--- config.mk ---
export PLATFORM = sky130hd
export DESIGN_NAME = control_pipe_unit
export DESIGN_NICKNAME = d
export VERILOG_FILES = /design/src/rtl/control_pipe_unit.sv
export SDC_FILE = /design/constraint.sdc
export NUM_CORES = 1
export LEC_CHECK = 0
export ABC_AREA = 1
export BUFFER_PORTS_ARGS = -buffer_cell sky130_fd_sc_hd__buf_2
export CAP_MARGIN = 40
export CORE_AREA = 10 10 91 101
export DETAILED_ROUTE_END_ITERATION = 8
export DIE_AREA = 0 0 101 111
export GPL_TIMING_DRIVEN = 0
export PLACE_DENSITY = 0.78
export REMOVE_ABC_BUFFERS = 1
export SYNTH_ARGS = -nofsm -noshare
export SYNTH_HDL_FRONTEND = slang
export SYNTH_SLANG_ARGS = --single-unit
--- constraint.sdc ---
create_clock -name clk -period 2.2 [get_ports clk]
set_input_delay 0.22 -clock clk [delete_from_list [all_inputs] [get_ports clk]]
set_output_delay 0.22 -clock clk [all_outputs]
set_load 0.02 [all_outputs]
--- src/rtl/control_pipe_unit.sv ---
// Control path for a 5-stage pipeline: ID decoder, load-use hazard detection,
// EX/MEM/WB control-word registers and saturating stall/flush event counters.
module control_pipe_unit #(
  parameter int OPW  = 6,
  parameter int RAW  = 5,
  parameter int CNTW = 16
) (
  input  logic            clk,
  input  logic            rst_n,
  input  logic            en,
  input  logic [OPW-1:0]  opcode_id,
  input  logic [RAW-1:0]  rs_id,
  input  logic [RAW-1:0]  rt_id,
  input  logic            flush_ex,
  output logic [10:0]     cw_id,
  output logic            jump_id,
  output logic            illegal_id,
  output logic            stall,
  output logic [10:0]     ex_cw,
  output logic [10:0]     mem_cw,
  output logic [10:0]     wb_cw,
  output logic            illegal_seen,
  output logic [CNTW-1:0] stall_cnt,
  output logic [CNTW-1:0] flush_cnt
);

  localparam int CW_W       = 11;
  localparam int CW_MEMREAD = 5;

  localparam logic [OPW-1:0] OP_R    = OPW'(0);
  localparam logic [OPW-1:0] OP_J    = OPW'(2);
  localparam logic [OPW-1:0] OP_JAL  = OPW'(3);
  localparam logic [OPW-1:0] OP_BEQ  = OPW'(4);
  localparam logic [OPW-1:0] OP_BNE  = OPW'(5);
  localparam logic [OPW-1:0] OP_ADDI = OPW'(8);
  localparam logic [OPW-1:0] OP_SLTI = OPW'(18);
  localparam logic [OPW-1:0] OP_LW   = OPW'(35);
  localparam logic [OPW-1:0] OP_SW   = OPW'(43);

  // {RegDst, ALUSrc, ALUOp[1:0], Branch, MemRead, MemWrite, MemtoReg, RegWrite, Jal, BrNe}
  localparam logic [CW_W-1:0] CW_R    = 11'b1_0_10_0_0_0_0_1_0_0;
  localparam logic [CW_W-1:0] CW_J    = 11'b0_0_01_0_0_0_0_0_0_0;
  localparam logic [CW_W-1:0] CW_JAL  = 11'b1_0_01_0_0_0_0_1_1_0;
  localparam logic [CW_W-1:0] CW_BEQ  = 11'b0_0_01_1_0_0_0_0_0_0;
  localparam logic [CW_W-1:0] CW_BNE  = 11'b0_0_01_1_0_0_0_0_0_1;
  localparam logic [CW_W-1:0] CW_ADDI = 11'b0_1_00_0_0_0_0_1_0_0;
  localparam logic [CW_W-1:0] CW_SLTI = 11'b0_1_11_0_0_0_0_1_0_0;
  localparam logic [CW_W-1:0] CW_LW   = 11'b0_1_00_0_1_0_1_1_0_0;
  localparam logic [CW_W-1:0] CW_SW   = 11'b0_1_00_0_0_1_0_0_0_0;

  logic [CW_W-1:0] cw_p1;
  logic [CW_W-1:0] cw_p2;
  logic [CW_W-1:0] cw_p3;
  logic [RAW-1:0]  rt_p1;
  logic            uses_rt;
  logic            hazard;
  logic            bubble;

  function automatic logic [CNTW-1:0] sat_inc(input logic [CNTW-1:0] c);
    return (&c) ? c : c + CNTW'(1);
  endfunction

  // ID stage: decode; uses_rt marks formats that read rt as a source operand
  always_comb begin
    cw_id      = '0;
    jump_id    = 1'b0;
    illegal_id = 1'b0;
    uses_rt    = 1'b0;
    case (opcode_id)
      OP_R:    begin cw_id = CW_R;   uses_rt = 1'b1; end
      OP_J:    begin cw_id = CW_J;   jump_id = 1'b1; end
      OP_JAL:  begin cw_id = CW_JAL; jump_id = 1'b1; end
      OP_BEQ:  begin cw_id = CW_BEQ; uses_rt = 1'b1; end
      OP_BNE:  begin cw_id = CW_BNE; uses_rt = 1'b1; end
      OP_ADDI: cw_id = CW_ADDI;
      OP_SLTI: cw_id = CW_SLTI;
      OP_LW:   cw_id = CW_LW;
      OP_SW:   begin cw_id = CW_SW;  uses_rt = 1'b1; end
      default: illegal_id = 1'b1;
    endcase
  end

  assign hazard = cw_p1[CW_MEMREAD] && (rt_p1 != '0) &&
                  ((rt_p1 == rs_id) || ((rt_p1 == rt_id) && uses_rt));
  // A taken branch discards the ID instruction anyway, so it overrides the stall
  assign stall  = hazard & ~flush_ex;
  assign bubble = flush_ex | stall;

  // ID -> EX -> MEM -> WB boundaries
  always_ff @(posedge clk or negedge rst_n) begin
    if (!rst_n) begin
      cw_p1 <= '0;
      cw_p2 <= '0;
      cw_p3 <= '0;
      rt_p1 <= '0;
    end else if (en) begin
      cw_p3 <= cw_p2;
      cw_p2 <= cw_p1;
      cw_p1 <= bubble ? '0 : cw_id;
      rt_p1 <= bubble ? '0 : rt_id;
    end
  end

  always_ff @(posedge clk or negedge rst_n) begin
    if (!rst_n) begin
      stall_cnt    <= '0;
      flush_cnt    <= '0;
      illegal_seen <= 1'b0;
    end else if (en) begin
      if (stall)
        stall_cnt <= sat_inc(stall_cnt);
      if (flush_ex)
        flush_cnt <= sat_inc(flush_cnt);
      if (illegal_id && !flush_ex)
        illegal_seen <= 1'b1;
    end
  end

  assign ex_cw  = cw_p1;
  assign mem_cw = cw_p2;
  assign wb_cw  = cw_p3;

endmodule
# Word level (Yosys, flattened, before mapping)
# Cells that the tools add are included.
totals:
  out_inout_bits: 80
  inputBits: 20
  regBits: 71
classes:
  eq_ne: 10
  muxes: 6
  n_bitwise: 5
  addsub: 2
  reduce_logical: 16
ops:
  columns: ["operator", "count"]
  rows:
  - ["$pmux W11 S9", 1]
  - ["$add A16 B1 Y16 const B", 2]
  - ["$reduce_and A16 Y1", 2]
  - ["$eq A6 B2 Y1 const B", 2]
  - ["$eq A6 B3 Y1 const B", 2]
  - ["$eq A6 B6 Y1 const B", 2]
  - ["$mux W11", 1]
  - ["$eq A5 B5 Y1", 2]
  - ["$reduce_or A9 Y1", 1]
  - ["$eq A6 B4 Y1 const B", 1]
  - ["$eq A6 B5 Y1 const B", 1]
  - ["$logic_not A6 Y1", 1]
  - ["$reduce_and A3 Y1", 2]
  - ["$mux W5", 1]
  - ["$reduce_bool A5 Y1", 1]
  - ["$logic_and A1 B1 Y1", 4]
  - ["$reduce_or A4 Y1", 1]
  - ["$mux W1", 3]
  - ["$not A1 Y1", 3]
  - ["$reduce_and A2 Y1", 1]
  - ["$reduce_or A2 Y1", 1]
  - ["$and A1 B1 Y1", 1]
  - ["$logic_not A1 Y1", 1]
  - ["$logic_or A1 B1 Y1", 1]
  - ["$or A1 B1 Y1", 1]

# Longest topological paths before layout
# Gate-level depths: netlist of the first run.
logic_depth:
  depth_word: 9
  depth_mapped: 12

# Least setup slack after synthesis of the first run
# No wires, ideal clock.
synth_path:
  path_kind: "register to register"
  from: "register stall_cnt[0]"
  to: "register stall_cnt[12]"
  synth_period_minus_slack_ns: 1.803
  stages_incl_launch_ff: 11
  setup_slack_ns: 0.397
  path_buffers: 1
  t_arrival_ns: 1.685
  setup_ns: 0.118
  cell_sequence: "dfrtp_1 -> ha_1 -> nand3_2 -> inv_2 -> nand2_2 -> nor2_2 -> nor2_2 -> nand4_4 -> buf_6 -> nand2_1 -> nand2_1"
synth_between:
  elab_chain_cells: 3
  word_cells_on_any_way: 4
  cone_classes: "add/sub (1); bitwise (1); reduce/logical (2)"
synth_rtl:
  columns: ["item", "line_no", "text"]
  rows:
  - ["start: declaration", "23", "output logic [CNTW-1:0] stall_cnt,"]
  - ["start signal: assignment", "111", "stall_cnt <= sat_inc(stall_cnt);"]
  - ["branches (longest 3 deep; another with $add A16 B1 Y16)", null, null]
# Several ways; the timed one is not identified.
# A chain may end at the register's enable or synchronous reset.

# Final worst setup path of the first run
layout_path:
  from: "register stall_cnt[0]"
  to: "register stall_cnt[2]"
# The elaborated chain is that of the path after synthesis.

==> impl_metrics.tcl, run 1 <==
set metrics [dict create \
    avgSynthCellArea_um2 7.93 \
    wirelength_met1_um 4130 \
    slew_violations 0 \
    routed-wl-met3_um 594 \
    antenna_found_initial 0 \
    reg2reg_from "stall_cnt[0]" \
    arrival_ps 2200 \
    r2r_cells 9 \
    dieWidth_um 101 \
    grt_pass1_wl_um 15800 \
    dpl.cell_count 642 \
    cts_tree "done" \
    whs_ps 155 \
    critical_path.cell_chain "ha_1 > nand3_2 > inv_2 > nand2_2 > nor2_2 > nor2_4 > nand4_4 > nand2_1 > nand2_1" \
    grt_max_degree 38 \
    initial_utilization_pct 51.4 \
    timing.final.crit_share_pct 89.7 \
    rows 33 \
    end_kind "register" \
    cts-buffers-inserted 9 \
    antennaDiodeCount 0 \
    path_class "reg -> reg" \
    rsz0062_at_grt "false" \
    final_cells 658 \
    grt_pass1_vias 3313 \
    critPathMaxFanout 17 \
    slowest_delay_ps 420 \
    die_area_um2 11200 \
    leakage_nw 2.55 \
    clock_latency_ps 340 \
    synth_area_um2 3720 \
    fmaxAchievable_mhz 507 \
    yosys_warnings 0 \
    holdPathStages 3 \
    hp-class "in -> reg" \
    setup_violations 0 \
    root_buffer "clkbuf_8" \
    power.density_nw_per_um2 636 \
    max-vdd-ir-drop_v 0.000491 \
    synth_area_leaders "dfrtp_1 (46%), nand2_1 (17%), inv_1 (4.2%), xor2_1 (4.0%), nand4_1 (3.4%)" \
    drtIter0Drc 156 \
    hold_end "rt_p1[4]" \
    top_layer "met4" \
    viasPerCell 5.07 \
    r2r_end "stall_cnt[2]" \
    yosysTopAreaCell "dfrtp_1" \
    setup_tns_ps 0 \
    num-nets-final 589 \
    drive_above_1_share_pct 26.1 \
    place_congestion 0.907 \
    cp_data_required_time_ps 2430 \
    synthToLayoutAreaGrowth_pct 19.6 \
    cts.sinks 68 \
    clockBufferDepth 2 \
    crit_top_cell "nand2_1" \
    synth_cell_types 34 \
    fp.coreArea_um2 7230 \
    period_needed_ps 1970 \
    worst-path-buf-inv 1 \
    htree_levels 3 \
    synthCells 469 \
    synth_top_area_share_pct 45.8 \
    postRouteAntennaNets 0 \
    io_buffers 99 \
    cpLargestDelayFamily "simple AND/OR/NAND/NOR gates" \
    status "complete, no violations" \
    track_usage_pct 16.9 \
    drt_pass1_iterations 4 \
    hpwl_um 6950 \
    path_clk_slew_ps 70 \
    dp_slack_ps -121 \
    clock_skew_ps 9.74 \
    critPathSlowestCell "dfrtp_1" \
    synth_seq_cells 68 \
    drc 0 \
    setup_ws_ps 227 \
    ys_seq_area_share_pct 45.8 \
    max_slew_margin_pct 59.4 \
    reg2reg_slack_ps 230 \
    wl_met2_um 4340 \
    hold_violations 0 \
    min_from "rt_id[4]" \
    wl_per_cell_um 14.0 \
    worst_pin_slew_ps 609 \
    via_count 3339 \
    max-cap-violations 0 \
    ios 100 \
    drt_wl_total_um 9180 \
    die_y_um 111 \
    grt.overflow.total 0 \
    cp-start-kind "register" \
]
[layout by cell type, fill, tap and decap left out]
cell type,instances
inv_1,42
dfrtp_1,68
buf_4,1
nor3_1,13
o21ai_0,15
nand2_1,164
a21oi_4,1
nand3_2,4
nand4_4,1
a21oi_2,1
nor2_2,5
or2_0,1
nand3_1,22
nor3_2,1
nand3_4,2
inv_2,8
nand4_1,20
or2_2,1
xnor2_1,12
a21o_1,1
clkbuf_8,13
a21oi_1,1
buf_12,1
clkinv_2,1
buf_2,98
o21ai_1,6
ha_1,2
nand2_4,3
nor2_4,3
nor2_1,32
nand3b_1,1
clkbuf_1,1
nand2_2,5
clkinv_1,1
dlygate4sd3_1,1
nor4_1,2
xor2_1,17
[registers in the layout, indices dropped and copies added (netlist names)]
register and cells:
mem_cw 10, wb_cw 10, stall_cnt 16, rt_p1 5, flush_cnt 16, ex_cw 10
illegal_seen 1
[routing by layer]
layer	vias up	GRT usage [%]
met2	99	26.4
li1	1674	-
met5	-	0
met3	7	3.87
met1	1559	21.7
met4	0	6.98
[power by group]
part,leakage [nW],switching (W),total (W),internal (W)
registers,0.922,0.0000819,0.00140,0.00132
logic,1.53,0.000296,0.000446,0.000150
clock network,0.0986,0.000451,0.000977,0.000526
[how the worst max path moves through the flow]
stage | startpoint | to | slack [ps] | cells past startpoint
global placement | en | stall_cnt[0] | -100 | 6
floorplan | stall_cnt[0] | stall_cnt[0] | 270 | 9
CTS | flush_cnt[0] | flush_cnt[11] | 180 | 12
global route | flush_cnt[0] | flush_cnt[11] | 10 | 12
detailed placement | en | stall_cnt[11] | -120 | 6
finish | stall_cnt[0] | stall_cnt[2] | 230 | 9
[through the flow]
step | utilization [%] | total power, W | cell area (um2)
after CTS | 61.4 | 0.00285 | 4440
after global routing | 61.5 | 0.00297 | 4440
after floorplan | - | 0.00169 | 3610
after detailed placement | 58.6 | 0.00188 | 4240
final | 61.5 | 0.00283 | 4440
after global placement | 58.3 | 0.00186 | 4210
[worst reg2reg max path, delay by kind of cell (launching register included)]
| family | cells | cell delay (ps) |
|---|---|---|
| fa+ha+maj | 1 | 270 |
| simple gates | 7 | 1130 |
| flops | 1 | 420 |
| buf+inv | 1 | 50 |
[area by class of cell]
type                       count  area [um2]
clock buffer                  14         183
clock inverter                 1        5.00
fill                         670        2780
inverter                      51         191
multi-input combinational    336        1730
sequential                    68        1700
tap                           87         109
timing repair buffer         101         528
[synthesized netlist by cell type, drive strengths merged]
| cell type | instances |
|---|---|
| xnor2 | 12 |
| nor2 | 40 |
| a21oi | 3 |
| clkbuf | 6 |
| nand3b | 1 |
| ha | 2 |
| nand2 | 172 |
| nor3 | 14 |
| inv | 50 |
| o21ai | 21 |
| or2 | 2 |
| buf | 8 |
| nand4 | 21 |
| nand3 | 28 |
| a21o | 1 |
| xor2 | 17 |
| dfrtp | 68 |
| nor4 | 2 |
| clkinv | 1 |
[timing repair]
action | in CTS | in global routing
setup buffers | 0 | 0
hold buffers | 1 | 0
hold endpoints to repair | 31 | 0
cloned | 0 | 0
setup endpoints to repair | 2 | 1
gates resized for setup | 1 | 1
[kinds of logic after synthesis]
family | share of synthesized area (%)
flops | 45.8
simple gates | 34.8
xor+xnor | 6.83
compound gates | 3.84
fa+ha+maj | 0.673
buf+inv | 8.04
(Power assumes the default switching activity.)
==> run 2: changes to the inputs <==
--- a/config.mk
+++ b/config.mk
@@ -8,11 +8,13 @@
 export ABC_AREA = 1
 export BUFFER_PORTS_ARGS = -buffer_cell sky130_fd_sc_hd__buf_2
 export CAP_MARGIN = 40
-export CORE_AREA = 10 10 91 101
+export CORE_AREA = 10 10 88 98
+export CTS_BUF_LIST = sky130_fd_sc_hd__clkbuf_4 sky130_fd_sc_hd__clkbuf_8 sky130_fd_sc_hd__clkbuf_16
 export DETAILED_ROUTE_END_ITERATION = 8
-export DIE_AREA = 0 0 101 111
+export DIE_AREA = 0 0 98 108
 export GPL_TIMING_DRIVEN = 0
-export PLACE_DENSITY = 0.78
+export HOLD_SLACK_MARGIN = 0.08
+export PLACE_DENSITY = 0.83
 export REMOVE_ABC_BUFFERS = 1
 export SYNTH_ARGS = -nofsm -noshare
 export SYNTH_HDL_FRONTEND = slang
==> constraint.sdc (replaced) <==
create_clock -name clk -period 2.5 [get_ports clk]
set_input_delay 0.25 -clock clk [delete_from_list [all_inputs] [get_ports clk]]
set_output_delay 0.25 -clock clk [all_outputs]
set_load 0.02 [all_outputs]
==> run 2 against run 1 <==
  * Core utilization is 3.7 points higher
  * Worst hold slack improved by 34 ps
  * Final area shrank 0.73%
  * Critical endpoint is now stall_cnt[12]
  * Routed wire length rose by 0.37%
  * Clock skew shrank 3.1 ps
  * Fmax decreased by 11%
  * Critical path depth did not move
==> impl_metrics.tcl, run 2 (same netlist as run 1, synthesis figures left out) <==
set metrics [dict create \
    drive_above_1_share_pct 26.4 \
    fmaxAchievable_mhz 449 \
    num-nets-final 589 \
    end_kind "register" \
    critical_path.cell_chain "ha_1 > nand3_2 > inv_2 > nand2_2 > nor2_2 > nor2_2 > nand4_4 > nand2_1 > nand2_1" \
    max-cap-violations 0 \
    clock_latency_ps 330 \
    setup_tns_ps 0 \
    drc 0 \
    place_congestion 0.925 \
    path_clk_slew_ps 70 \
    wl_per_cell_um 14.0 \
    period_needed_ps 2230 \
    fillers 596 \
    viasPerCell 5.15 \
    htree_levels 3 \
    synthToLayoutAreaGrowth_pct 18.7 \
    cts_resized 0 \
    hpwl_um 6980 \
    grt_pass1_wl_um 15500 \
    switching_share_pct 31.5 \
    cts_tree "done" \
    dieWidth_um 98 \
    clock_skew_ps 6.62 \
    grt.overflow.total 0 \
    power.density_nw_per_um2 545 \
    slew_violations 0 \
    cts_hold_buf 1 \
    slowest_delay_ps 560 \
    final_util_pct 65.2 \
    cts.sinks 68 \
    die_y_um 108 \
    final_common_cell "nand2_1" \
    p_switching_w 0.000757 \
    cp_data_required_time_ps 2720 \
    antenna_found_initial 0 \
    dp_slack_ps 157 \
    arrival_ps 2440 \
    top_regs "flush_cnt: 16 flops, stall_cnt: 16 flops" \
    mostFrequentLayoutCells "nand2_1 (164), buf_2 (98), dfrtp_1 (68)" \
    fp.coreArea_um2 6770 \
    leakage_nw 2.54 \
    grt_pass1_vias 3300 \
    root_buffer "clkbuf_8" \
    critPathMaxFanout 17 \
    power_frac_comb_pct 16.4 \
    cts-buffers-inserted 9 \
    dpl.cell_count 640 \
    antennaDiodeCount 0 \
    clkPwrFrac_pct 32.2 \
    cts_setup_buffers 0 \
    drtIter0Drc 198 \
    postRouteAntennaNets 0 \
    clockBufferDepth 2 \
    hp-class "in -> reg" \
    status "complete, no violations" \
    setup_ws_ps 274 \
    max_slew_margin_pct 50.0 \
    path_class "reg -> reg" \
    timing.final.crit_share_pct 89.0 \
    worst_pin_slew_ps 750 \
    die_area_um2 10600 \
    rows 32 \
    cp-start-kind "register" \
    drt_pass1_iterations 4 \
    track_usage_pct 17.3 \
    grt_max_degree 41 \
    final_cells 657 \
    initial_utilization_pct 54.9 \
    max-vdd-ir-drop_v 0.000619 \
    io_buffers 99 \
    rsz0062_at_grt "false" \
    ios 100 \
    critPathSlowestCell "nor2_2" \
    via_count 3381 \
    setup_violations 0 \
    power_frac_seq_pct 51.5 \
    p_int_w 0.00165 \
    drt_wl_total_um 9220 \
    hold_violations 0 \
]
-- run 2: cell count changes in the layout (fill, tap and decap cells not counted), sizes merged --
| cell | previous run | this run |
|---|---|---|
| clkinv | 2 | 6 |
| clkinvlp | 0 | 2 |
| clkbuf | 14 | 9 |
-- run 2: power groups by stage --
stage	Clock, W	Sequential, W	Combinational (W)
2_1_floorplan	0	0.00132	0.000165
3_3_place_gp	0	0.00125	0.000380
3_5_place_dp	0	0.00126	0.000397
4_1_cts	0.000788	0.00124	0.000399
5_1_grt	0.000832	0.00125	0.000435
6_report	0.000773	0.00124	0.000393
-- run 2: area by class of cell --
type / count / area (um2) / share of cell area (%)
Clock buffer: 9 / 124 / 2.81
Clock inverter: 7 / 43.8 / 0.993
Inverter: 51 / 191 / 4.34
Multi-Input combinational cell: 336 / 1720 / 38.9
Sequential cell: 68 / 1700 / 38.6
Tap cell: 85 / 106 / 2.41
Timing Repair Buffer: 101 / 528 / 12.0
-- run 2: metrics by stage --
stage | area, um2 | hold slack [ps] | total power, W
global placement | 4210 | 447 | 0.00163
detailed placement | 4230 | 212 | 0.00166
floorplan | 3610 | -45.6 | 0.00148
CTS | 4410 | 177 | 0.00243
finish | 4410 | 189 | 0.00240
global route | 4410 | 196 | 0.00252
-- run 2: critical path: cells and delay by family (launching register included) --
kind          cells  cell delay, ps
fa+ha+maj         1             270
flops             1             420
buf+inv           1              50
simple gates      7            1350
-- run 2: worst paths after layout --
check / endpoint / slack, ps / depth (start not counted) / startpoint
worst min-delay path: rt_p1[1] / 190 / 3 / rt_id[1]
worst min register to register: illegal_seen / 470 / 1 / illegal_seen
min in group asynchronous: wb_cw[6] / 390 / 2 / rst_n
worst max-delay path: stall_cnt[12] / 270 / 9 / stall_cnt[0]
max in group asynchronous: rt_p1[4] / 1570 / 3 / rst_n
worst max register to register: stall_cnt[12] / 270 / 9 / stall_cnt[0]
-- run 2: per-layer routing --
| metal | part of all wire (%) | vias to the layer above | track usage (%) |
|---|---|---|---|
| met1 | 42 | 1598 | 20.6 |
| li1 | - | 1671 | - |
| met4 | 1.1 | 0 | 5.41 |
| met2 | 50 | 102 | 30.3 |
| met3 | 6.3 | 10 | 4.34 |
| met5 | 0 | - | 0 |
==> run 3: changes to the inputs <==
==> config.mk (replaced) <==
export PLATFORM = sky130hd
export DESIGN_NAME = control_pipe_unit
export DESIGN_NICKNAME = d
export VERILOG_FILES = /design/src/rtl/control_pipe_unit.sv
export SDC_FILE = /design/constraint.sdc
export NUM_CORES = 1
export LEC_CHECK = 0
export ABC_AREA = 1
export BUFFER_PORTS_ARGS = -buffer_cell sky130_fd_sc_hd__buf_2
export CAP_MARGIN = 40
export CELL_PAD_IN_SITES_DETAIL_PLACEMENT = 0
export CELL_PAD_IN_SITES_GLOBAL_PLACEMENT = 1
export CORE_AREA = 10 10 102 113
export DETAILED_ROUTE_END_ITERATION = 8
export DIE_AREA = 0 0 112 123
export GPL_TIMING_DRIVEN = 0
export HOLD_SLACK_MARGIN = 0.08
export PLACE_DENSITY = 0.83
export SYNTH_ARGS = -nofsm -noshare
export SYNTH_HDL_FRONTEND = slang
export SYNTH_SLANG_ARGS = --single-unit
==> run 3 against run 2 <==
  * Register-to-register slack better by 300 ps
  * Final cell count rose by 7.0%
  * Power grew 16%
  * Critical path type is now reg -> out
==> impl_metrics.tcl, run 3 (same netlist as run 1, synthesis figures left out) <==
set metrics [dict create \
    max-cap-violations 0 \
    final_common_cell "nand2_1" \
    reg2reg_from "stall_cnt[0]" \
    setup_tns_ps 0 \
    cts_resized 0 \
    synth_fp_nets 491 \
    clock_latency_ps 350 \
    cts.sinks 68 \
    drive_above_1_share_pct 27.3 \
    wl_per_cell_um 13.8 \
    synthToLayoutAreaGrowth_pct 25.1 \
    whs_ps 157 \
    postRouteAntennaNets 0 \
    rows 37 \
    power.density_nw_per_um2 601 \
    status "complete, no violations" \
    worst_pin_slew_ps 508 \
    setup_violations 0 \
    rsz0062_at_grt "false" \
    viasPerCell 4.78 \
    slew_violations 0 \
    mostFrequentLayoutCells "nand2_1 (164), buf_2 (98), dfrtp_1 (68)" \
    arrival_ps 1750 \
    cp_data_required_time_ps 2250 \
    dieWidth_um 112 \
    grt_pass1_vias 3348 \
    num-nets-final 603 \
    initial_utilization_pct 40.4 \
    root_buffer "clkbuf_8" \
    max-vdd-ir-drop_v 0.000236 \
    antennaDiodeCount 0 \
    max_slew_margin_pct 66.0 \
    grt_max_degree 42 \
    drt_pass1_iterations 4 \
    cts-buffers-inserted 9 \
    min_from "rt_id[1]" \
    end_kind "output port" \
    leakage_nw 2.64 \
    cp-start-kind "register" \
    critPathMaxFanout 7 \
    holdPathStages 3 \
    track_usage_pct 14.1 \
    timing.final.crit_share_pct 80.0 \
    path_class "reg -> out" \
    cts_tree "done" \
    cts_hold_buf 1 \
    r2r_cells 10 \
    grt.overflow.total 0 \
    drt_wl_total_um 9700 \
    ios 100 \
    fillers 942 \
    hp-class "in -> reg" \
    cts_setup_buffers 0 \
    fp.coreArea_um2 9210 \
    htree_levels 3 \
    place_congestion 0.878 \
    die_area_um2 13800 \
    io_buffers 99 \
    hold_end "rt_p1[1]" \
    top_regs "flush_cnt: 16 flops, stall_cnt: 16 flops" \
    drc 0 \
    clockBufferDepth 2 \
    hpwl_um 7630 \
    reg2reg_slack_ps 570 \
    clock_skew_ps 7.21 \
    final_util_pct 50.5 \
    die_y_um 123 \
    antenna_found_initial 0 \
    hold_violations 0 \
    via_count 3363 \
    r2r_end "stall_cnt[7]" \
    path_clk_slew_ps 70 \
    grt_pass1_wl_um 16100 \
    fmaxAchievable_mhz 500 \
    drtIter0Drc 150 \
    period_needed_ps 2000 \
]
run 3: cell count changes in the layout (fill, tap and decap cells not counted):
cell / previous run / this run
buf_4: 1 / 5
buf_6: 0 / 4
bufinv_16: 0 / 3
clkbuf_1: 0 / 5
clkbuf_8: 9 / 12
clkinv_2: 4 / 0
clkinv_4: 1 / 2
clkinvlp_4: 2 / 0
run 3: worst max-delay path by stage:
| stage | slack (ps) | from | cells after the start | endpoint |
|---|---|---|---|---|
| after floorplan | 660 | opcode_id[3] | 7 | cw_id[2] |
| after global routing | 380 | rt_p1[1] | 7 | stall |
| after CTS | 460 | rt_p1[4] | 7 | stall |
| final | 500 | rt_p1[4] | 7 | stall |
| after global placement | 590 | stall_cnt[0] | 10 | stall_cnt[6] |
| after detailed placement | 570 | stall_cnt[0] | 10 | stall_cnt[7] |
run 3: report_power, final:
group	internal [W]	switching (W)
registers	0.00116	0.0000747
clock network	0.000720	0.000435
logic	0.000138	0.000263
total	0.00202	0.000773
run 3: cell type report:
type / count / area [um2] / share of cell area [%]
plain buffers: 14 / 108 / 2.31
well taps: 117 / 146 / 3.15
repair buffers: 101 / 528 / 11.4
flip-flops and latches: 68 / 1700 / 36.6
inverters: 51 / 191 / 4.12
multi-input cells: 336 / 1720 / 36.9
clock buffers: 11 / 151 / 3.26
clock inverters: 5 / 108 / 2.31
run 3: critical path: stages, from the launching register on:
cell and delay (ps):
dfrtp_1 450, xor2_1 180, nor2_1 180, nand3_4 120
nand2_4 120, nand2_4 90, nor2_1 90, buf_2 170
run 3: stage by stage:
step | worst slack [ps] | area, um2 | cells | power, W
finish | 501 | 4650 | 703 | 0.00279
global route | 378 | 4650 | 703 | 0.00294
CTS | 465 | 4650 | 703 | 0.00284
detailed placement | 574 | 4380 | 686 | 0.00167
global placement | 594 | 4360 | 685 | 0.00165
floorplan | 661 | 3720 | 469 | 0.00150
run 3: metal layers:
metal / vias to the layer above / GRT usage [%] / wire [um]
li1: 1703 / - / -
met1: 1554 / 16.7 / 4210
met2: 91 / 22.6 / 4560
met3: 15 / 4.51 / 733
met4: 0 / 7.62 / 202
met5: - / 0 / 0
